## config.mk

```make
export PLATFORM = sky130hd
export DESIGN_NAME = fpu_sqrt_sched_flat
export DESIGN_NICKNAME = d
export VERILOG_FILES = /design/src/rtl/fpu_sqrt_sched_if.sv /design/src/rtl/fpu_sqrt_sched.sv /design/src/flat_wrapper.sv
export SDC_FILE = /design/constraint.sdc
export NUM_CORES = 1
export LEC_CHECK = 0
export BUFFER_PORTS_ARGS = -buffer_cell sky130_fd_sc_hd__buf_2
export CAP_MARGIN = 10
export CORE_MARGIN = 2
export CORE_UTILIZATION = 39
export CTS_CLUSTER_SIZE = 30
export DETAILED_ROUTE_END_ITERATION = 12
export PLACE_DENSITY = 0.77
export SETUP_SLACK_MARGIN = 0.5
export SYNTH_ARGS = -nofsm -noshare
export SYNTH_HDL_FRONTEND = slang
export SYNTH_SLANG_ARGS = --single-unit
```

## constraint.sdc

```tcl
create_clock -name clk -period 1.62 [get_ports clk]
set_input_delay 0.243 -clock clk [delete_from_list [all_inputs] [get_ports clk]]
set_output_delay 0.243 -clock clk [all_outputs]
set_load 0.02 [all_outputs]
```

## src/rtl/fpu_sqrt_sched_if.sv

```systemverilog
// fpu_sqrt_sched_if: bundles the two requester channels, the response channel
// and the shared square-root unit connection of fpu_sqrt_sched.
// master = requesters/consumer/sqrt-unit side, slave = the scheduler itself.
interface fpu_sqrt_sched_if #(
  parameter int W = 32
);
  logic         req0_valid;
  logic         req0_ready;
  logic [W-1:0] req0_data;
  logic [2:0]   req0_rm;

  logic         req1_valid;
  logic         req1_ready;
  logic [W-1:0] req1_data;
  logic [2:0]   req1_rm;

  logic         rsp_valid;
  logic         rsp_ready;
  logic         rsp_id;
  logic [W-1:0] rsp_data;
  logic [3:0]   rsp_flags;

  logic [W-1:0] sq_in;
  logic [2:0]   sq_rm;
  logic         sq_act;
  logic [W-1:0] sq_out;
  logic [3:0]   sq_flags;
  logic         sq_done;

  logic         busy;

  modport master (
    output req0_valid, req0_data, req0_rm,
    output req1_valid, req1_data, req1_rm,
    output rsp_ready,
    output sq_out, sq_flags, sq_done,
    input  req0_ready, req1_ready,
    input  rsp_valid, rsp_id, rsp_data, rsp_flags,
    input  sq_in, sq_rm, sq_act,
    input  busy
  );

  modport slave (
    input  req0_valid, req0_data, req0_rm,
    input  req1_valid, req1_data, req1_rm,
    input  rsp_ready,
    input  sq_out, sq_flags, sq_done,
    output req0_ready, req1_ready,
    output rsp_valid, rsp_id, rsp_data, rsp_flags,
    output sq_in, sq_rm, sq_act,
    output busy
  );
endinterface

```

## src/rtl/fpu_sqrt_sched.sv

```systemverilog
// fpu_sqrt_sched: round-robin scheduler sharing one square-root unit between
// two requesters. One operation is in flight at a time:
// IDLE (grant) -> ISSUE (sq_act pulse) -> WAIT (unit busy) -> RESP (hold result).
// Optional feature: define FPSQ_WDOG_EN to add a WAIT watchdog that answers
// with a quiet NaN and the invalid flag after TIMEOUT cycles without sq_done.
module fpu_sqrt_sched #(
  parameter int W       = 32,
  parameter int TIMEOUT = 64
) (
  input logic             clk,
  input logic             rst,
  fpu_sqrt_sched_if.slave bus
);

  typedef enum logic [1:0] {IDLE, ISSUE, WAIT, RESP} state_t;

  state_t       state;
  logic         last_grant;
  logic         pick1;
  logic         grant;
  logic [W-1:0] sq_in_q;
  logic [2:0]   sq_rm_q;
  logic         sq_act_q;
  logic         rsp_valid_q;
  logic         rsp_id_q;
  logic [W-1:0] rsp_data_q;
  logic [3:0]   rsp_flags_q;
  logic         busy_q;

`ifdef FPSQ_WDOG_EN
  localparam int CW = $clog2(TIMEOUT + 1);
  logic [CW-1:0] wdog;
`else
  // TIMEOUT only matters with the watchdog; this empty block keeps it referenced
  if (TIMEOUT < 1) begin : g_timeout_unused
  end
`endif

  // Round-robin pick: on contention the requester not granted last time wins
  always_comb begin
    pick1 = bus.req1_valid;
    if (bus.req0_valid && bus.req1_valid) pick1 = ~last_grant;
  end

  // Ready is only offered in IDLE and never while reset is asserted
  assign grant          = rst && (state == IDLE) && (bus.req0_valid || bus.req1_valid);
  assign bus.req0_ready = grant && !pick1;
  assign bus.req1_ready = grant && pick1;

  assign bus.sq_in     = sq_in_q;
  assign bus.sq_rm     = sq_rm_q;
  assign bus.sq_act    = sq_act_q;
  assign bus.rsp_valid = rsp_valid_q;
  assign bus.rsp_id    = rsp_id_q;
  assign bus.rsp_data  = rsp_data_q;
  assign bus.rsp_flags = rsp_flags_q;
  assign bus.busy      = busy_q;

  // Scheduler FSM with registered outputs; reset abandons any operation
  always_ff @(posedge clk or negedge rst) begin
    if (!rst) begin
      state       <= IDLE;
      last_grant  <= 1'b1;
      sq_in_q     <= '0;
      sq_rm_q     <= '0;
      sq_act_q    <= 1'b0;
      rsp_valid_q <= 1'b0;
      rsp_id_q    <= 1'b0;
      rsp_data_q  <= '0;
      rsp_flags_q <= '0;
      busy_q      <= 1'b0;
`ifdef FPSQ_WDOG_EN
      wdog        <= '0;
`endif
    end else begin
      sq_act_q <= 1'b0;
      case (state)
        IDLE: begin
          if (grant) begin
            state      <= ISSUE;
            busy_q     <= 1'b1;
            sq_act_q   <= 1'b1;
            last_grant <= pick1;
            rsp_id_q   <= pick1;
            sq_in_q    <= pick1 ? bus.req1_data : bus.req0_data;
            sq_rm_q    <= pick1 ? bus.req1_rm : bus.req0_rm;
          end
        end
        ISSUE: begin
          state <= WAIT;
`ifdef FPSQ_WDOG_EN
          wdog  <= '0;
`endif
        end
        WAIT: begin
          if (bus.sq_done) begin
            state       <= RESP;
            rsp_valid_q <= 1'b1;
            rsp_data_q  <= bus.sq_out;
            rsp_flags_q <= bus.sq_flags;
          end
`ifdef FPSQ_WDOG_EN
          else if (wdog == CW'(TIMEOUT - 1)) begin
            state       <= RESP;
            rsp_valid_q <= 1'b1;
            rsp_data_q  <= W'(32'h7FC0_0000);
            rsp_flags_q <= 4'b0010;
          end else begin
            wdog <= wdog + 1'b1;
          end
`endif
        end
        RESP: begin
          if (bus.rsp_ready) begin
            state       <= IDLE;
            rsp_valid_q <= 1'b0;
            busy_q      <= 1'b0;
          end
        end
        default: state <= IDLE;
      endcase
    end
  end

endmodule

```

## src/flat_wrapper.sv

```systemverilog
// flat-port wrapper written by rule: the top's interface ports become plain ports
module fpu_sqrt_sched_flat 
#(
  parameter int W       = 32,
  parameter int TIMEOUT = 64
)
  (clk, rst, bus_req0_valid, bus_req0_data, bus_req0_rm, bus_req1_valid, bus_req1_data, bus_req1_rm, bus_rsp_ready, bus_sq_out, bus_sq_flags, bus_sq_done, bus_req0_ready, bus_req1_ready, bus_rsp_valid, bus_rsp_id, bus_rsp_data, bus_rsp_flags, bus_sq_in, bus_sq_rm, bus_sq_act, bus_busy);
  fpu_sqrt_sched_if #(.W(W)) bus_i ();
  input logic clk;
  input logic rst;
  input wire logic [$bits(bus_i.req0_valid)-1:0] bus_req0_valid;
  input wire logic [$bits(bus_i.req0_data)-1:0] bus_req0_data;
  input wire logic [$bits(bus_i.req0_rm)-1:0] bus_req0_rm;
  input wire logic [$bits(bus_i.req1_valid)-1:0] bus_req1_valid;
  input wire logic [$bits(bus_i.req1_data)-1:0] bus_req1_data;
  input wire logic [$bits(bus_i.req1_rm)-1:0] bus_req1_rm;
  input wire logic [$bits(bus_i.rsp_ready)-1:0] bus_rsp_ready;
  input wire logic [$bits(bus_i.sq_out)-1:0] bus_sq_out;
  input wire logic [$bits(bus_i.sq_flags)-1:0] bus_sq_flags;
  input wire logic [$bits(bus_i.sq_done)-1:0] bus_sq_done;
  output wire logic [$bits(bus_i.req0_ready)-1:0] bus_req0_ready;
  output wire logic [$bits(bus_i.req1_ready)-1:0] bus_req1_ready;
  output wire logic [$bits(bus_i.rsp_valid)-1:0] bus_rsp_valid;
  output wire logic [$bits(bus_i.rsp_id)-1:0] bus_rsp_id;
  output wire logic [$bits(bus_i.rsp_data)-1:0] bus_rsp_data;
  output wire logic [$bits(bus_i.rsp_flags)-1:0] bus_rsp_flags;
  output wire logic [$bits(bus_i.sq_in)-1:0] bus_sq_in;
  output wire logic [$bits(bus_i.sq_rm)-1:0] bus_sq_rm;
  output wire logic [$bits(bus_i.sq_act)-1:0] bus_sq_act;
  output wire logic [$bits(bus_i.busy)-1:0] bus_busy;
  assign bus_i.req0_valid = bus_req0_valid;
  assign bus_i.req0_data = bus_req0_data;
  assign bus_i.req0_rm = bus_req0_rm;
  assign bus_i.req1_valid = bus_req1_valid;
  assign bus_i.req1_data = bus_req1_data;
  assign bus_i.req1_rm = bus_req1_rm;
  assign bus_i.rsp_ready = bus_rsp_ready;
  assign bus_i.sq_out = bus_sq_out;
  assign bus_i.sq_flags = bus_sq_flags;
  assign bus_i.sq_done = bus_sq_done;
  assign bus_req0_ready = bus_i.req0_ready;
  assign bus_req1_ready = bus_i.req1_ready;
  assign bus_rsp_valid = bus_i.rsp_valid;
  assign bus_rsp_id = bus_i.rsp_id;
  assign bus_rsp_data = bus_i.rsp_data;
  assign bus_rsp_flags = bus_i.rsp_flags;
  assign bus_sq_in = bus_i.sq_in;
  assign bus_sq_rm = bus_i.sq_rm;
  assign bus_sq_act = bus_i.sq_act;
  assign bus_busy = bus_i.busy;
  fpu_sqrt_sched #(.W(W), .TIMEOUT(TIMEOUT)) u_core (.clk(clk), .rst(rst), .bus(bus_i));
endmodule
```

After elaboration in Yosys (flattened, before gate mapping)
Cells that the tools add are included.

word-level totals
  register bits = 78
  latch bits = 0
  bits in writable memories = 0
  bits in read-only memories = 0
  input port bits = 112
  output and inout bits = 77
  word-level logic and storage cells = 46
  memories = 0

operators by class
  add/sub/neg operators = 0
  multiply operators = 0
  div/mod/pow operators = 0
  $lt $le $gt $ge = 0
  eq/ne operators = 6
  shifts and indexed selects = 0
  muxes and demuxes = 14
  bitwise logic cells = 1
  reductions and logical operators = 15

operators by type and width
  cell                                                                      count
  32-bit 2-to-1 mux                                                         1
  3-bit AND reduction                                                       3
  2-bit case mux with 4 select lines                                        1
  1-bit 2-to-1 mux                                                          6
  2-bit 2-to-1 mux                                                          3
  1-bit logical AND                                                         5
  2-bit == test (second input constant)                                     2
  2-bit inequality test (second input constant)                             2
  1-bit case mux with 2 select lines                                        2
  2-bit AND reduction                                                       2
  2-bit nonzero test                                                        2
  3-bit 2-to-1 mux                                                          1
  2-bit by 1-bit == test with 1-bit output (second input constant)          1
  2-bit logical NOT                                                         1
  2-bit by 1-bit inequality test with 1-bit output (second input constant)  1
  1-bit logical NOT                                                         1
  1-bit logical OR                                                          1
  1-bit inverter                                                            1

Longest topological paths before layout
Gate-level depths: netlist of the first run.

  depth after elaboration = 5
  gate-level depth with buffers = 7

Least setup slack after synthesis of the first run
Ideal clock, no wire load.

  kind = flip-flop to flip-flop
  start point = reg u_core.state[0]
  end point = reg u_core.state[1]
  arrival = 1488 ps
  slack = 4 ps
  stages on the path, launching flop included = 6
  buffers on the path = 0
  clock period less this slack = 1616 ps
  cells stage by stage = dfrtp_1 inv_1 ha_1 o211ai_2 a221oi_2 mux2_1

on the way
  word-level cells in the longest chain between the ends = 5

RTL lines
  item                                                               RTL line                                    source
  start: declaration                                                 fpu_sqrt_sched.sv:17                        state_t state;
  start signal: assignment                                           fpu_sqrt_sched.sv:62                        state <= IDLE;
  start signal: assignment                                           fpu_sqrt_sched.sv:80                        state <= ISSUE;
  start signal: assignment                                           fpu_sqrt_sched.sv:90                        state <= WAIT;
  2-bit logical NOT                                                  fpu_sqrt_sched.sv:46, fpu_sqrt_sched.sv:77
  1-bit logical AND (2 in a row)                                     fpu_sqrt_sched.sv:46                        assign grant = rst && (state == IDLE) && (bus.req0_valid || bus.req1_valid);
  2-bit by 1-bit inequality test with 1-bit output (no source line)  -
  3-bit AND reduction (no source line)                               -

Parallel ways exist; a longest one is shown, timed or not.
A chain may end at the register's enable or synchronous reset.

Worst setup path in the final report of the first run
  start point = reg u_core.state[0]
  end point = out bus_req1_ready

on the way
  word-level cells in the longest chain between the ends = 4

RTL lines
  item                            RTL line              source
  2-bit logical NOT               fpu_sqrt_sched.sv:46
  1-bit logical AND (2 in a row)  fpu_sqrt_sched.sv:46
  1-bit logical AND               fpu_sqrt_sched.sv:48  assign bus.req1_ready = grant && pick1;
  end: declaration                flat_wrapper.sv:22    output wire logic [$bits(bus_i.req1_ready)-1:0] bus_req1_ready;

Every way passes these cells.

==> run metrics, run 1 <==
critical path launch point type=flop; Total Nets Final=just under 600; die width=95.3 um; depth of the most critical reg-to-reg path=7; count of TritonRoute iterations in the first routing pass=4; height of the chip=95.3 um; CP endpoint kind=primary output; number of setup violations in the final report=0; Detail Route Antenna Nets=0; layout cells sized above 1=0.707; number of global-route vias before repair=3018; area of the die=9070 um2; global-route usage over all layers=0.235; initial antenna violation count=0; CTS buffer count=9; area occupied by multi-input gates=approximately 1400 um2; maximum net fanout on the critical path=3; Worst R2R End=u_core.bus.sq_in[18]$_DFFE_PN0P_; skew final=0.00855 ns; antenna cells=0; wire length reported by the detailed router=~12 mm; via count=3044; depth of the CTS H-tree=3; register area share after synthesis=0.601; relative max-transition margin=0.631; dpl cell area=4370 um2; result of the run=finished clean; clock tree from TritonCTS=built; average routed wire per standard cell=20.9 um; number of warnings issued by yosys=0; Synth Register Bits=78; gr ovfl total=0; clock net sink count=78; residual DRC count=0; clock transition at the registers of the reported paths=0.08 ns; filler cell count in the final layout=slightly below 500; Sequential Area=1950 um2; Final Cell Area=a little under 6000 um2; Reg2Reg Launch Point=u_core.state[0]$_DFFE_PN0P_; hold crit path type=input pin to async pin; final max-slew violation count=0; number of hold violations in the final report=0; post-synth net total=342; post-synthesis to final-layout area growth=80.2%; endpoint arrival time on the critical path=1.36 ns; port bufs=188; wire length of the first global-routing pass=15.7 mm; post-DR vias/cell=5.25; Longest Clk Path Bufs=2; required arrival time at the worst endpoint=around 1.4 ns; final hold slack=0.0402 ns; instance count of the mapped netlist=226; area of the core=8130 um2; Final Cycle Share=0.992; Clock Latency Late Sink=0.35 ns; Tmin final=1.61 ns; max capacitance violation total=0; maximum clock rate=622 MHz; highest ir drop seen on vdd=roughly 1000 uV; Leak Pwr=3.04 nW; count of different cell masters after synthesis=26; post-detailed-placement half-perimeter wirelength=between 6 and 7 mm; average cell area after synthesis=14.4 um2; register-to-register setup slack=0.02 ns; ports placed on the boundary=189; pin slew with the least headroom to its limit=0.553 ns; final core utilization=0.720; cell at the root of the clock tree=sky130_fd_sc_hd__clkbuf_8; worst setup path class=flop to primary output; Placer Congestion=between 0.7 and 0.8; Cell Rows=33; total power density per cell area=2140 nW/um2; Post-Synthesis Cell Area=3250 um2; drt initial violations=between 100 and 150; PnR Total Power=12.5 mW; Initial Util=0.399; unrepaired setup endpoints after global routing=true; largest net degree at the start of global routing=45
==> flip-flops by register name, indices dropped and copies added (netlist names) <==
name and flops:
u_core.bus.sq_act 1, u_core.bus.rsp_valid 1, u_core.bus.rsp_id 1, u_core.last_grant 1, u_core.bus.busy 1, u_core.state 2, u_core.bus.rsp_flags 4, u_core.bus.sq_in 32
u_core.bus.sq_rm 3, u_core.bus.rsp_data 32
==> worst max-delay path, cell delays in order (launching register included) <==
cell	delay, ns
sky130_fd_sc_hd__dfrtp_1	0.39
sky130_fd_sc_hd__inv_2	0.08
sky130_fd_sc_hd__ha_4	0.17
sky130_fd_sc_hd__nand2_4	0.05
sky130_fd_sc_hd__a211oi_4	0.18
sky130_fd_sc_hd__buf_6	0.15
==> cell usage in the layout (no fill, tap or decap), types with 2 or more instances in the layout <==
cell type | synthesis | routed
sky130_fd_sc_hd__and2_0 | 9 | 4
sky130_fd_sc_hd__buf_16 | 0 | 6
sky130_fd_sc_hd__a21o_1 | 2 | 2
sky130_fd_sc_hd__buf_6 | 6 | 83
sky130_fd_sc_hd__a221o_1 | 35 | 35
sky130_fd_sc_hd__buf_8 | 0 | 3
sky130_fd_sc_hd__buf_12 | 0 | 4
sky130_fd_sc_hd__mux2_2 | 36 | 4
sky130_fd_sc_hd__clkinvlp_4 | 0 | 3
sky130_fd_sc_hd__clkbuf_16 | 0 | 2
sky130_fd_sc_hd__ha_1 | 4 | 2
sky130_fd_sc_hd__and2_4 | 0 | 23
sky130_fd_sc_hd__buf_2 | 5 | 110
sky130_fd_sc_hd__and2_1 | 26 | 8
sky130_fd_sc_hd__clkbuf_8 | 0 | 9
sky130_fd_sc_hd__inv_1 | 5 | 3
sky130_fd_sc_hd__inv_6 | 0 | 2
sky130_fd_sc_hd__ha_4 | 0 | 2
sky130_fd_sc_hd__buf_4 | 1 | 39
sky130_fd_sc_hd__mux2_4 | 0 | 33
sky130_fd_sc_hd__inv_2 | 0 | 2
sky130_fd_sc_hd__dfrtp_1 | 77 | 77
==> cell type report <==
class                           instances  share of cell area
Clock inverter                          6              0.0120
Sequential cell                        78               0.334
Clock buffer                           10              0.0218
Inverter                                5             0.00321
Multi-Input combinational cell        128               0.243
Timing Repair Buffer                  248               0.364
Tap cell                              105              0.0224
==> cell families after synthesis <==
group           after synthesis  synth area share
compound gates               46             0.138
flops                        78             0.601
buf+inv                      20            0.0401
mux                          38             0.131
simple gates                 40            0.0740
fa+ha+maj                     4            0.0154
==> worst max-delay path by stage <==
stage	to	startpoint	cells past startpoint	slack (ns)
after floorplan	u_core.state[1]$_DFFE_PN0P_	u_core.state[1]$_DFFE_PN0P_	5	0.14
after global placement	bus_req0_ready	u_core.state[1]$_DFFE_PN0P_	4	0.11
after detailed placement	u_core.state[1]$_DFFE_PN0P_	u_core.state[0]$_DFFE_PN0P_	5	0.07
after CTS	bus_req0_ready	u_core.state[0]$_DFFE_PN0P_	4	0.02
after global routing	bus_req1_ready	u_core.state[0]$_DFFE_PN0P_	5	-0.04
final	bus_req1_ready	u_core.state[0]$_DFFE_PN0P_	5	0.01
==> routing by layer <==
| layer | GRT usage | up-vias | routed length, um |
|---|---|---|---|
| met3 | 0.0593 | 25 | 975 |
| met2 | 0.407 | 192 | 6150 |
| met4 | 0.0906 | 0 | 287 |
| met1 | 0.282 | 1511 | 4690 |
| li1 | - | 1316 | - |
| met5 | 0 | - | 0 |
==> cells in the mapped netlist, drive strengths merged <==
cell / n / area (um2)
dfrtp: 77 / 1930
mux2: 37 / 417
a221o: 35 / 350
and2: 35 / 219
buf: 12 / 100
inv: 5 / 18.8
ha: 4 / 50.1
clkbuf: 3 / 11.3
nand2: 3 / 11.3
a21o: 2 / 15.0
o21ai: 2 / 10.0
a211oi: 1 / 12.5
a21oi: 1 / 5.00
a221oi: 1 / 15.0
a31oi: 1 / 6.26
dfstp: 1 / 26.3
mux2i: 1 / 10.0
nor2: 1 / 3.75
nor2b: 1 / 6.26
o2111a: 1 / 11.3
o211ai: 1 / 12.5
o21ba: 1 / 10.0
==> power by group <==
part           internal [mW]  leakage, nW  total [mW]  switching [mW]
logic                   4.37         2.00        7.35            2.98
registers               2.91        0.947        3.72           0.810
clock network          0.723       0.0895        1.47           0.744
total                   8.00         3.04        12.5            4.53
==> metrics by stage <==
stage | instances | TNS [ns] | setup slack (ns)
5_1_grt | 580 | -0.110 | -0.0421
6_report | 580 | 0 | 0.0130
4_1_cts | 565 | 0 | 0.0170
3_3_place_gp | 514 | 0 | 0.115
2_1_floorplan | 226 | 0 | 0.143
3_5_place_dp | 514 | 0 | 0.0728
==> timing repair <==
| item | 4_1_cts | 5_1_grt |
|---|---|---|
| gates cloned | 6 | 3 |
| pin swaps | 6 | 23 |
| endpoints found under the hold margin | 5 | 0 |
| setup buffers | 28 | 12 |
| endpoints found under the setup margin | 155 | 155 |
| hold buffers | 1 | 0 |
| resized for setup | 179 | 61 |
Power figures use the tool's default switching activity.
==> run 2, diff against run 1 <==
==> constraint.sdc (replaced) <==
create_clock -name clk -period 1.62 [get_ports clk]
set_input_delay 0.081 -clock clk [delete_from_list [all_inputs] [get_ports clk]]
set_output_delay 0.081 -clock clk [all_outputs]
set_load 0.02 [all_outputs]
==> run metrics, run 2 (same netlist as run 1, synthesis figures left out) <==
result of the run=finished with violations; failing checks=negative setup slack; final core utilization=0.769 (+0.0491); total power density per cell area=1780 nW/um2 (-17%); CP max stage delay=0.40 ns (about the same); post-DR vias/cell=5.11 (-2.5%); area of the die=9070 um2 (unchanged); ports placed on the boundary=189 (unchanged); number of placed instances, taps included=513 (-0.19%); Critical-path top delay cell=sky130_fd_sc_hd__dfrtp_1; Placer Congestion=0.761 (+1.8%); area of the core=8130 um2 (unchanged); port bufs=188 (unchanged); clock net sink count=78 (unchanged); maximum clock rate=615 MHz (-1.2%); residual DRC count=0 (unchanged); unrepaired setup endpoints after global routing=true; worst setup path class=flop to flop; Detail Route Antenna Nets=0 (unchanged); number of global-route vias before repair=3435 (+14%); Setup Slack @ Placement=0.0812 ns (+0.00842 ns); count of TritonRoute iterations in the first routing pass=4 (unchanged); Initial Util=0.399 (unchanged); PnR Total Power=11.1 mW (-11%); Clock Latency Late Sink=0.34 ns (about the same); number of hold violations in the final report=0 (unchanged); CP endpoint kind=flop; critical path launch point type=flop; post-detailed-placement half-perimeter wirelength=6.33 mm (+0.78%); endpoint arrival time on the critical path=1.85 ns (+0.49 ns); Final Cycle Share=1.00 (+0.0117); final max-slew violation count=0 (unchanged); wire length of the first global-routing pass=17.4 mm (+11%); top library cells by usage in the layout, fill and taps aside=sky130_fd_sc_hd__buf_2, sky130_fd_sc_hd__dlygate4sd3_1, sky130_fd_sc_hd__dfrtp_1; die width=95.3 um (unchanged); max capacitance violation total=0 (unchanged); average routed wire per standard cell=20.5 um (-2.0%); via count=3381 (+11%); final hold slack=0.104 ns (+0.0639 ns); maximum net fanout on the critical path=20 (+17); initial antenna violation count=1 (+1); pin slew with the least headroom to its limit=0.560 ns (+0.00604 ns); worst path cell trace=inv_2 > ha_4 > buf_6 > o211ai_4 > buf_12 > and2_1 > a221o_1; height of the chip=95.3 um (unchanged); drt initial violations=95 (-8.7%); Total Nets Final=667 (+14%); skew final=0.00477 ns (-0.00378 ns); Leak Pwr=3.21 nW (+5.7%); post-route non-filler standard cell count=661 (+14%); highest ir drop seen on vdd=857 uV (-16%); most common cell after layout, fill and taps aside=sky130_fd_sc_hd__buf_2; Tmin final=1.63 ns (+0.0190 ns); post-synthesis to final-layout area growth=92.5%; gr ovfl total=0 (unchanged); hold crit path type=input pin to flop; layout cells sized above 1=0.550 (-0.158); worst path buffer plus inverter count=3 (+1); Cell Rows=33 (unchanged); global-route usage over all layers=0.257 (+0.0215); number of setup violations in the final report=5 (+5); gate family responsible for the most delay along the worst path=flip-flops; clock tree from TritonCTS=built; cell at the root of the clock tree=sky130_fd_sc_hd__clkbuf_8; Longest Clk Path Bufs=2 (unchanged); required arrival time at the worst endpoint=1.84 ns (+0.46 ns); depth of the CTS H-tree=3 (unchanged); setup slack of the critical path after layout=-0.00597 ns (-0.0190 ns); clock transition at the registers of the reported paths=0.08 ns (about the same); wire length reported by the detailed router=13.5 mm (+12%); largest net degree at the start of global routing=45 (unchanged); relative max-transition margin=0.627 (-0.00402); CTS buffer count=9 (unchanged)
[run 2: changes by cell type in the layout (fill, tap and decap cells not counted), sizes merged]
cell,before,now
clkinvlp,3,1
diode,0,1
bufinv,1,3
buf,245,215
inv,7,5
clkbuf,12,15
clkinv,0,2
dlygate4sd3,1,108
[run 2: metrics by stage]
step | area (um2) | TNS [ns]
after floorplan | 3290 | 0
after global placement | 4360 | 0
after detailed placement | 4360 | 0
after CTS | 5870 | 0
after global routing | 6250 | -1.35
final | 6250 | -0.0175
[run 2: final timing paths]
check | start | to | slack (ns) | cells after the start
max | u_core.state[0]$_DFFE_PN0P_ | u_core.bus.sq_in[2]$_DFFE_PN0P_ | -0.006 | 7
min | bus_rsp_ready | u_core.bus.rsp_valid$_DFFE_PN0P_ | 0.10 | 4
max reg2reg | u_core.state[0]$_DFFE_PN0P_ | u_core.bus.sq_in[2]$_DFFE_PN0P_ | -0.006 | 7
min reg2reg | u_core.bus.rsp_id$_DFFE_PN0P_ | u_core.bus.rsp_id$_DFFE_PN0P_ | 0.48 | 1
max in group asynchronous | rst | u_core.bus.rsp_data[27]$_DFFE_PN0P_ | 0.78 | 3
min in group asynchronous | rst | u_core.bus.sq_in[5]$_DFFE_PN0P_ | 0.40 | 3
[run 2: where the power goes]
part	leakage (nW)	internal (mW)	switching, mW
Clock	0.115	1.01	0.708
Sequential	0.947	2.90	0.621
Combinational	2.15	3.00	2.87
Total	3.21	6.92	4.20
[run 2: per-layer routing]
layer	global-route usage	wire, um	part of all wire	vias to the layer above
li1	-	-	-	1484
met1	0.319	5270	0.39	1639
met2	0.420	6620	0.49	226
met3	0.0759	1300	0.096	32
met4	0.104	332	0.025	0
met5	0	0	0	-
[run 2: area by class of cell]
cell class              instances  area, um2
repair buffers                329       2520
clock buffers                   9        124
inverters                       5       18.8
well taps                     105        131
clock inverters                 6        111
multi-input cells             128       1390
flip-flops and latches         78       1950
diodes                          1       2.50
fillers                       448       1880
[run 2: tightest hold or removal path, cell delays in order]
cell	delay (ns)
sky130_fd_sc_hd__buf_2	0.11
sky130_fd_sc_hd__inv_1	0.08
sky130_fd_sc_hd__o21ai_1	0.07
sky130_fd_sc_hd__o21ai_1	0.07
[run 2: timing repair]
| action | in CTS | in global routing |
|---|---|---|
| hold buffers | 108 | 0 |
| endpoints found under the hold margin | 149 | 0 |
| cloned | 2 | 9 |
| gates resized for setup | 20 | 58 |
| setup endpoints to repair | 80 | 80 |
| setup buffers | 11 | 2 |
| pin swaps | 4 | 1 |
==> run 3, diff against run 2 <==
Settings changed: CELL_PAD_IN_SITES_DETAIL_PLACEMENT set to 1, CELL_PAD_IN_SITES_GLOBAL_PLACEMENT set to 1, CORE_UTILIZATION 39 to 30.
==> run metrics, run 3 (same netlist as run 1, synthesis figures left out) <==
Final Cell Area=6450 um2 (+3.2%); depth of the CTS H-tree=3 (unchanged); skew final=0.0101 ns (+0.00537 ns); CP endpoint kind=flop; relative max-transition margin=0.345 (-0.282); Worst setup endpoint=u_core.bus.sq_in[22]$_DFFE_PN0P_; area of the core=10400 um2 (+28%); Detail Route Antenna Nets=0 (unchanged); clock transition at the registers of the reported paths=0.09 ns (about the same); post-DR vias/cell=4.76 (-6.9%); Tmin final=1.69 ns (+0.0597 ns); wire length reported by the detailed router=14.5 mm (+7.3%); unrepaired setup endpoints after global routing=true; Reg2Reg Launch Point=u_core.state[0]$_DFFE_PN0P_; residual DRC count=0 (unchanged); post-detailed-placement half-perimeter wirelength=6.45 mm (+1.8%); gr ovfl total=0 (unchanged); clock tree from TritonCTS=built; maximum net fanout on the critical path=37 (+85%); die width=108 um (+13%); Leak Pwr=3.28 nW (+2.2%); post-synthesis to final-layout area growth=98.6%; critical path launch point type=flop; worst setup path start=u_core.state[0]$_DFFE_PN0P_; endpoint arrival time on the critical path=1.91 ns (+0.06 ns); count of TritonRoute iterations in the first routing pass=4 (unchanged); average routed wire per standard cell=20.8 um (+1.4%); final max-slew violation count=0 (unchanged); Placer Congestion=0.743 (-2.4%); layout cells sized above 1=0.579 (+0.0298); area occupied by multi-input gates=1430 um2 (+2.8%); wire length of the first global-routing pass=21.3 mm (+22%); required arrival time at the worst endpoint=1.85 ns (about the same); total power density per cell area=1810 nW/um2 (+1.7%); Sequential Area=1950 um2 (unchanged); dpl cell area=4380 um2 (+0.55%); pin slew with the least headroom to its limit=0.983 ns (+0.423 ns); setup slack of the critical path after layout=-0.0657 ns (-0.0597 ns); depth of the most critical reg-to-reg path=7 (unchanged); Clock Latency Late Sink=0.35 ns (about the same); PnR Total Power=11.7 mW (+5.0%); area of the die=11700 um2 (+29%); number of global-route vias before repair=3900 (+14%); register-to-register setup slack=-0.07 ns (-0.06 ns); via count=3329 (-1.5%); Longest Clk Path Bufs=2 (unchanged); height of the chip=108 um (+13%); failing checks=negative setup slack; Total Nets Final=672 (+0.75%); ports placed on the boundary=189 (unchanged); port bufs=188 (unchanged); global-route usage over all layers=0.245 (-0.0123); Cell Rows=37 (+12%); most common cell after layout, fill and taps aside=sky130_fd_sc_hd__buf_2; largest net degree at the start of global routing=78 (+73%); number of hold violations in the final report=0 (unchanged); Worst R2R End=u_core.bus.sq_in[22]$_DFFE_PN0P_; top library cells by usage in the layout, fill and taps aside=sky130_fd_sc_hd__buf_2, sky130_fd_sc_hd__dlygate4sd3_1, sky130_fd_sc_hd__dfrtp_1; maximum clock rate=593 MHz (-3.5%); max capacitance violation total=0 (unchanged); number of setup violations in the final report=45 (+40); hold crit path type=input pin to async pin; highest ir drop seen on vdd=732 uV (-15%); drt initial violations=111 (+17%); Final Cycle Share=1.04 (+0.0369); CTS buffer count=9 (unchanged); clock net sink count=78 (unchanged); initial antenna violation count=1 (unchanged); filler cell count in the final layout=1063 (+140%); cell at the root of the clock tree=sky130_fd_sc_hd__clkbuf_8; result of the run=finished with violations; Initial Util=0.312 (-0.0875); worst setup path class=flop to flop
## run 3: changes by cell type in the layout (fill, tap and decap cells not counted), moves of 5 or more
cell                        before  now
sky130_fd_sc_hd__and2_1         14    2
sky130_fd_sc_hd__and2_4         19   33
sky130_fd_sc_hd__buf_12          4    9
sky130_fd_sc_hd__buf_16          2    7
sky130_fd_sc_hd__clkbuf_16       6    1
## run 3: layout make-up
class | count | share of cell area
diodes | 2 | 0.000776
repair buffers | 334 | 0.405
clock buffers | 11 | 0.0235
flip-flops and latches | 78 | 0.303
inverters | 5 | 0.00291
multi-input cells | 128 | 0.222
clock inverters | 5 | 0.0163
well taps | 136 | 0.0264
## run 3: layer usage
metal,global-route usage,vias to the layer above,share of wire
met5,0,-,0
met3,0.0555,24,0.059
met4,0.0925,0,0.023
met2,0.460,144,0.54
met1,0.266,1668,0.38
li1,-,1493,-
## run 3: where the power goes
part | total, mW | leakage (nW) | switching [mW] | internal (mW)
Sequential | 3.52 | 0.947 | 0.614 | 2.90
Clock | 1.88 | 0.122 | 0.768 | 1.11
Combinational | 6.27 | 2.21 | 2.96 | 3.32
## run 3: critical path: stages (launching register included)
cell	delay [ns]
sky130_fd_sc_hd__dfrtp_1	0.40
sky130_fd_sc_hd__inv_2	0.11
sky130_fd_sc_hd__ha_4	0.18
sky130_fd_sc_hd__buf_12	0.10
sky130_fd_sc_hd__o211ai_4	0.10
sky130_fd_sc_hd__buf_12	0.20
sky130_fd_sc_hd__and2_4	0.18
sky130_fd_sc_hd__a221o_1	0.28
## run 3: worst min path at each step
stage / startpoint / end / slack [ns] / cells past startpoint
2_1_floorplan: rst / u_core.bus.busy$_DFFE_PN0P_ / -0.21 / 0
3_3_place_gp: rst / u_core.last_grant$_DFFE_PN1P_ / 0.07 / 1
3_5_place_dp: rst / u_core.last_grant$_DFFE_PN1P_ / 0.07 / 1
4_1_cts: bus_rsp_ready / u_core.bus.busy$_DFFE_PN0P_ / -0.09 / 2
5_1_grt: rst / u_core.bus.rsp_data[8]$_DFFE_PN0P_ / 0.13 / 2
6_report: rst / u_core.bus.rsp_valid$_DFFE_PN0P_ / 0.03 / 2
## run 3: through the flow
| stage | setup WS (ns) | hold WS (ns) | setup TNS (ns) | cells | utilization |
|---|---|---|---|---|---|
| after floorplan | 0.143 | -0.215 | 0 | 226 | - |
| after global placement | 0.0948 | 0.0688 | 0 | 542 | 0.421 |
| after detailed placement | 0.0200 | 0.0731 | 0 | 542 | 0.421 |
| after CTS | -0.00440 | -0.0886 | -0.00440 | 690 | 0.607 |
| after global routing | -0.118 | 0.127 | -3.29 | 698 | 0.619 |
| final | -0.0657 | 0.0253 | -1.06 | 699 | 0.619 |
## run 3: what timing repair did
action                                  4_1_cts  5_1_grt
cloned                                        7        1
setup buffers                                18        5
endpoints found under the hold margin        73        1
hold buffers                                107        1
pin swaps                                    10        2
gates resized for setup                      78       14
endpoints found under the setup margin       79       80
